File: src/rtl/ast_packet_arbiter_pkg.sv
`default_nettype none
// ============================================================================
// Module   : ast_packet_arbiter_pkg
// Purpose  : Shared types, default sizes and FSM encodings for the
//            Avalon-ST packet arbiter (ast_packet_arbiter) and its
//            round-robin sub-module.
// Contents : NUM_SRC / DATA_W / CHANNEL_W / EMPTY_W defaults,
//            channel_t, empty_in_t, src_idx_t, FSM state encodings,
//            idx_width() helper.
// Revision : 1.0 - initial release
// ============================================================================
package ast_packet_arbiter_pkg;

    localparam int NUM_SRC   = 4;
    localparam int DATA_W    = 64;
    localparam int CHANNEL_W = 10;
    localparam int EMPTY_W   = ($clog2(DATA_W/8) != 0) ? $clog2(DATA_W/8) : 1;

    typedef logic [CHANNEL_W-1:0]        channel_t;
    typedef logic [EMPTY_W-1:0]          empty_in_t;
    typedef logic [$clog2(NUM_SRC)-1:0]  src_idx_t;

    // Packet arbiter FSM: only two states, arbitration bubble then packet.
    localparam int               ST_W      = 1;
    localparam logic [ST_W-1:0]  c_st_idle = 1'b0;
    localparam logic [ST_W-1:0]  c_st_busy = 1'b1;

    // Width of a source index; never zero so vectors stay legal.
    function automatic int idx_width(input int n);
        return (n > 1) ? $clog2(n) : 1;
    endfunction

endpackage
`default_nettype wire

File: src/rtl/ast_packet_arbiter_rr_arbiter.sv
`default_nettype none
// ============================================================================
// Module   : ast_packet_arbiter_rr_arbiter
// Purpose  : Purely combinational round-robin selector. Scans requests
//            starting one past the last granted index and wrapping.
// Ports    : i_req        [NUM_SRC]  request vector (source valid)
//            i_last_grant [IDX_W]    index granted most recently
//            o_grant_idx  [IDX_W]    first requesting index after last grant
//            o_any_req               at least one request present
// Revision : 1.0 - initial release
// ============================================================================
module ast_packet_arbiter_rr_arbiter #(
    parameter int NUM_SRC = 4,
    parameter int IDX_W   = 2
) (
    input  logic [NUM_SRC-1:0] i_req,
    input  logic [IDX_W-1:0]   i_last_grant,
    output logic [IDX_W-1:0]   o_grant_idx,
    output logic               o_any_req
);

    int               w_idx;
    logic [IDX_W-1:0] w_sel;

    assign o_any_req = |i_req;

    // Walk offsets from farthest to nearest so the nearest requester
    // after the last grant is the one left in o_grant_idx.
    always_comb begin
        o_grant_idx = '0;
        w_idx       = 0;
        w_sel       = '0;
        for (int k = NUM_SRC; k >= 1; k--) begin
            w_idx = (int'(i_last_grant) + k) % NUM_SRC;
            w_sel = IDX_W'(w_idx);
            if (i_req[w_sel]) begin
                o_grant_idx = w_sel;
            end
        end
    end

endmodule
`default_nettype wire

File: src/rtl/ast_packet_arbiter.sv
`default_nettype none
// ============================================================================
// Module   : ast_packet_arbiter
// Purpose  : Packet-level round-robin arbiter sharing one Avalon-ST width
//            converter input among NUM_SRC sources. A grant is taken in
//            IDLE (one bubble cycle) and held until the granted source's
//            eop beat handshakes.
// Ports    : clk_i, rst_i (async, active-high)
//            src_*_i / src_ready_o   per-source Avalon-ST sink side
//            ast_*_o / ast_ready_i   towards the converter sink port
//            grant_idx_o             current / last granted source
// Macro    : AST_ARB_CHANNEL_TAG_EN - when defined, ast_channel_o carries
//            the low source channel bits with the source index appended
//            in the LSBs (needs CHANNEL_W > index width).
// Revision : 1.0 - initial release
// ============================================================================
module ast_packet_arbiter #(
    parameter int NUM_SRC   = 4,
    parameter int DATA_W    = 64,
    parameter int CHANNEL_W = 10,
    parameter int EMPTY_W   = ($clog2(DATA_W/8) != 0) ? $clog2(DATA_W/8) : 1
) (
    input  logic                           clk_i,
    input  logic                           rst_i,
    input  logic [NUM_SRC*DATA_W-1:0]      src_data_i,
    input  logic [NUM_SRC-1:0]             src_startofpacket_i,
    input  logic [NUM_SRC-1:0]             src_endofpacket_i,
    input  logic [NUM_SRC-1:0]             src_valid_i,
    input  logic [NUM_SRC*EMPTY_W-1:0]     src_empty_i,
    input  logic [NUM_SRC*CHANNEL_W-1:0]   src_channel_i,
    output logic [NUM_SRC-1:0]             src_ready_o,
    output logic [DATA_W-1:0]              ast_data_o,
    output logic                           ast_startofpacket_o,
    output logic                           ast_endofpacket_o,
    output logic                           ast_valid_o,
    output logic [EMPTY_W-1:0]             ast_empty_o,
    output logic [CHANNEL_W-1:0]           ast_channel_o,
    input  logic                           ast_ready_i,
    output logic [$clog2(NUM_SRC)-1:0]     grant_idx_o
);

    import ast_packet_arbiter_pkg::*;

    localparam int IDX_W = idx_width(NUM_SRC);

    // ---------------------------------------------------------------
    // Per-source field views
    // ---------------------------------------------------------------
    logic [DATA_W-1:0]    w_src_data    [NUM_SRC];
    logic [EMPTY_W-1:0]   w_src_empty   [NUM_SRC];
    logic [CHANNEL_W-1:0] w_src_channel [NUM_SRC];

    generate
        for (genvar gi = 0; gi < NUM_SRC; gi++) begin : g_unpack
            assign w_src_data[gi]    = src_data_i[gi*DATA_W +: DATA_W];
            assign w_src_empty[gi]   = src_empty_i[gi*EMPTY_W +: EMPTY_W];
            assign w_src_channel[gi] = src_channel_i[gi*CHANNEL_W +: CHANNEL_W];
        end
    endgenerate

    // ---------------------------------------------------------------
    // State and grant registers
    // ---------------------------------------------------------------
    logic [ST_W-1:0]  r_state;
    logic [ST_W-1:0]  w_state_nxt;
    logic [IDX_W-1:0] r_grant;
    logic [IDX_W-1:0] w_grant_nxt;
    logic [IDX_W-1:0] r_last_grant;
    logic [IDX_W-1:0] w_last_grant_nxt;
    logic [IDX_W-1:0] w_arb_idx;
    logic             w_any_req;
    logic             w_eop_xfer;

    logic [CHANNEL_W-1:0] w_grant_channel;
    logic [CHANNEL_W-1:0] w_chan_out;

    ast_packet_arbiter_rr_arbiter #(
        .NUM_SRC (NUM_SRC),
        .IDX_W   (IDX_W)
    ) u_rr_arbiter (
        .i_req        (src_valid_i),
        .i_last_grant (r_last_grant),
        .o_grant_idx  (w_arb_idx),
        .o_any_req    (w_any_req)
    );

    assign w_grant_channel = w_src_channel[r_grant];

`ifdef AST_ARB_CHANNEL_TAG_EN
    // Source index goes into the LSBs; the top IDX_W source bits fall off.
    assign w_chan_out = {w_grant_channel[CHANNEL_W-1-IDX_W:0], r_grant};
`else
    assign w_chan_out = w_grant_channel;
`endif

    assign w_eop_xfer  = src_valid_i[r_grant] & ast_ready_i & src_endofpacket_i[r_grant];
    assign grant_idx_o = r_grant;

    always_ff @(posedge clk_i or posedge rst_i) begin
        if (rst_i) begin
            r_state      <= c_st_idle;
            r_grant      <= '0;
            // Start just before source 0 so it wins the first arbitration.
            r_last_grant <= IDX_W'(NUM_SRC - 1);
        end else begin
            r_state      <= w_state_nxt;
            r_grant      <= w_grant_nxt;
            r_last_grant <= w_last_grant_nxt;
        end
    end

    // ---------------------------------------------------------------
    // Next-state and output mux
    // ---------------------------------------------------------------
    always_comb begin
        w_state_nxt         = r_state;
        w_grant_nxt         = r_grant;
        w_last_grant_nxt    = r_last_grant;
        src_ready_o         = '0;
        ast_valid_o         = 1'b0;
        ast_data_o          = '0;
        ast_startofpacket_o = 1'b0;
        ast_endofpacket_o   = 1'b0;
        ast_empty_o         = '0;
        ast_channel_o       = '0;

        case (r_state)
            c_st_idle: begin
                if (w_any_req) begin
                    w_grant_nxt = w_arb_idx;
                    w_state_nxt = c_st_busy;
                end
            end
            c_st_busy: begin
                src_ready_o[r_grant] = ast_ready_i;
                ast_valid_o          = src_valid_i[r_grant];
                // Payload is zeroed whenever the granted source has no beat.
                if (src_valid_i[r_grant]) begin
                    ast_data_o          = w_src_data[r_grant];
                    ast_startofpacket_o = src_startofpacket_i[r_grant];
                    ast_endofpacket_o   = src_endofpacket_i[r_grant];
                    ast_empty_o         = w_src_empty[r_grant];
                    ast_channel_o       = w_chan_out;
                end
                if (w_eop_xfer) begin
                    w_last_grant_nxt = r_grant;
                    w_state_nxt      = c_st_idle;
                end
            end
            default: begin
                w_state_nxt = c_st_idle;
            end
        endcase
    end

endmodule
`default_nettype wire
File: config.mk
export PLATFORM = sky130hd
export DESIGN_NAME = ast_packet_arbiter
export DESIGN_NICKNAME = d
export VERILOG_FILES = /design/src/rtl/ast_packet_arbiter_pkg.sv /design/src/rtl/ast_packet_arbiter_rr_arbiter.sv /design/src/rtl/ast_packet_arbiter.sv
export SDC_FILE = /design/constraint.sdc
export NUM_CORES = 1
export LEC_CHECK = 0
export ABC_AREA = 1
export BUFFER_PORTS_ARGS = -buffer_cell sky130_fd_sc_hd__buf_2
export CORE_AREA = 4 4 159 161
export CTS_BUF_LIST = sky130_fd_sc_hd__clkbuf_8
export DETAILED_ROUTE_END_ITERATION = 6
export DIE_AREA = 0 0 163 165
export GPL_TIMING_DRIVEN = 0
export SLEW_MARGIN = 20
export SYNTH_ARGS = -nofsm -noshare
export SYNTH_HDL_FRONTEND = slang
export SYNTH_SLANG_ARGS = --single-unit
File: constraint.sdc
create_clock -name clk_i -period 1.5 [get_ports clk_i]
set_input_delay 0.225 -clock clk_i [delete_from_list [all_inputs] [get_ports clk_i]]
set_output_delay 0.225 -clock clk_i [all_outputs]
set_load 0.05 [all_outputs]
==> results.cfg <==
[cells_and_area]
drive_gt1_share_pct = 69.2
final_area_mm2 = 0.00738
area_delta_synth_final_pct = 212
nets = 1213
stdcell_count = 1213
layout_commonest_cell = buf_2
final_cell_mix = buf_2 (324), nand2_1 (172), buf_6 (76), a22oi_1 (72), a31oi_4 (64)
num_antenna_cells = 0

[job]
max-cap-violations = 0

[placed_design]
post_dp_cell_area_mm2 = 0.00499
dp_hpwl_mm = 18.3
place_ws_ps = -1110
numPortBuffers = 408
gp_congestion = 0.823
dpl.cell_count = 1176

[worst_setup_path]
path_delay_family = buffers and inverters
slowest_delay_ps = 370
crit_path_frequent_cell = buf_12
crit_buf_inv = 5
arrival_ps = 2030
crit_path_end_kind = output port
crit_fanout = 10
cp.required_ps = 1270
cp-start-kind = register
path_cells = buf_8 > inv_6 > nor2_4 > nand2_2 > o2111ai_4 > nand2_4 > buf_12 > buf_12 > a31oi_1 > buf_4
slowest_stage = dfrtp_2
worstSetupPathType = register to output port

[power]
pwr-share-clk_pct = 1.2
power_switching_uw = 12500
p_per_area_mw_per_mm2 = 2780
power_switching_share_pct = 60.9
power_leakage_uw = 0.00320
p_int_uw = 8030
comb_power_share_pct = 97.1
pwr-share-seq_pct = 1.7
peakVddDrop_v = 0.00117

[cts]
cts_buffer_depth = 2
cts-root-buf = clkbuf_8
cts_num_sinks = 5
cts_tree = done
clk_pin_slew_worst_paths_ps = 40
numCtsBuffers = 3
clock_latency_ps = 220
htreeDepth = 1

[yosys]
postSynth.asyncResetShare_pct = 100
synth_area_leaders = nand2_1 (31%), a22oi_1 (25%), a31oi_1 (21%)
synth_xor_area_share_pct = 0
synthAdderAreaFrac_pct = 0
synth_compound_area_share_pct = 47.7
synthMuxAreaShare_pct = 0
synth_top_area_share_pct = 31.0
yosys_register_bits = 5
synthSimpleGateAreaFrac_pct = 35.8
synth_ff_type = dfrtp_1
synth_area_per_cell_um2 = 5.33
synth-seq-area-share_pct = 5.40
synth_top_family_by_area = compound AO/OA/AOI/OAI gates
synth-edff-count = 0
yosys_warnings = 0
syn_area_mm2 = 0.00236
synth.net_count = 767
synthCells = 444
synth_area_leader_cell = nand2_1
ys_types = 19

[status]
violations = setup timing
status = complete, but fails checks

[sta]
worst_pin_slew_ps = 375
finalClockSkew_ps = 0.117
hold_violations = 0
rsz0062_at_grt = true
fin_tns_setup_ps = -56580
maxSlewHeadroom_pct = 75.0
fin_crit_sh_pct = 150
hold_ws_ps = 462
fmax_mhz = 444
slew_viol_final = 0
layout_setup_ws_ps = -753
final-setup-viol-count = 85
min_period_ps = 2250

[grt]
grt_pass1_vias = 5322
grt.overflow.total = 0
grt_util_all_layers_pct = 15.4
grt_pass1_wl_mm = 31.2
antenna_found_initial = 0
grt_max_degree = 11

[floorplan]
die_y_um = 165
pin_count = 409
fp.coreArea_mm2 = 0.0240
num_rows = 57
die_w_um = 163
start_util_pct = 9.87
die_area_mm2 = 0.0269

[hold_path]
hp-class = input pin to register

[detailed_routing]
num_vias = 5529
first_pass_iters = 5
wl_per_cell_um = 20.7
drc = 0
drtIter0Drc = 209
routed_via_density = 4.56
routed_wl_mm = 25.1
drtAntennaViolNets = 0
-- power groups by stage --
stage          Clock, µW  Combinational (µW)  Sequential, µW
6_report             244               19900             357
5_1_grt              262               20800             368
4_1_cts              249               17200             295
3_5_place_dp           0               12700             281
3_3_place_gp           0               12700             274
2_1_floorplan          0                8740             350
-- worst paths after layout --
check	endpoint	cells after the start	startpoint	slack (ps)
worst max-delay path	ast_data_o[24]	10	grant_idx_o[1]	-750
worst min-delay path	grant_idx_o[1]	5	src_valid_i[3]	460
worst max register to register	r_last_grant[0]	9	grant_idx_o[0]	-60
worst min register to register	r_state	2	r_state	600
max in group asynchronous	r_last_grant[1]	3	rst_i	790
min in group asynchronous	grant_idx_o[1]	3	rst_i	470
-- Yosys cell counts, drive strengths merged, types with 2 or more instances --
cell / instances
nand4: 2
clkbuf: 21
inv: 17
dfstp: 2
dfrtp: 3
a22oi: 79
nand3: 7
buf: 22
nor2: 6
nor3: 3
o21ai: 5
a31oi: 80
nand2: 196
-- layout make-up --
class / count / area, µm²
plain buffers: 39 / 502
clock buffers: 3 / 41.3
clock inverters: 1 / 3.75
fillers: 2515 / 16600
inverters: 17 / 80.1
multi-input cells: 379 / 3190
flip-flops and latches: 5 / 131
well taps: 324 / 405
repair buffers: 445 / 3030
-- per-layer routing --
| layer | vias up | part of all wire (%) | wire length (µm) | GRT usage (%) |
|---|---|---|---|---|
| met3 | 52 | 7.7 | 1920 | 2.32 |
| met1 | 2604 | 36 | 8940 | 17.0 |
| met5 | - | 0 | 0 | 0 |
| met4 | 0 | 4.2 | 1050 | 6.02 |
| met2 | 354 | 52 | 13100 | 29.5 |
| li1 | 2519 | - | - | - |
-- registers in the layout, summed over array words and instances, names as in the netlist --
signal,count
r_state,1
grant_idx_o,2
r_last_grant,2
-- what timing repair did --
item,CTS,global route
setup buffers,21,9
setup endpoints to repair,84,88
pin swaps,11,20
hold buffers,1,0
gates cloned,2,4
resized for setup,265,153
hold endpoints to repair,3,0
-- logic make-up after synthesis --
family	count (synthesis)
simple gates	214
compound gates	165
buf+inv	60
flops	5
-- stage by stage --
step           util (%)  total power (µW)
5_1_grt            30.8             21400
2_1_floorplan         -              9090
4_1_cts            26.7             17700
6_report           30.8             20500
3_3_place_gp       20.8             13000
3_5_place_dp       20.8             13000
-- tightest hold or removal path, stage by stage --
cell and delay [ps]:
buf_2 100, nand2_1 70, nand2_2 70, nand2_2 90, a31oi_1 80
Note: power is estimated with default switching activity, not from simulation.
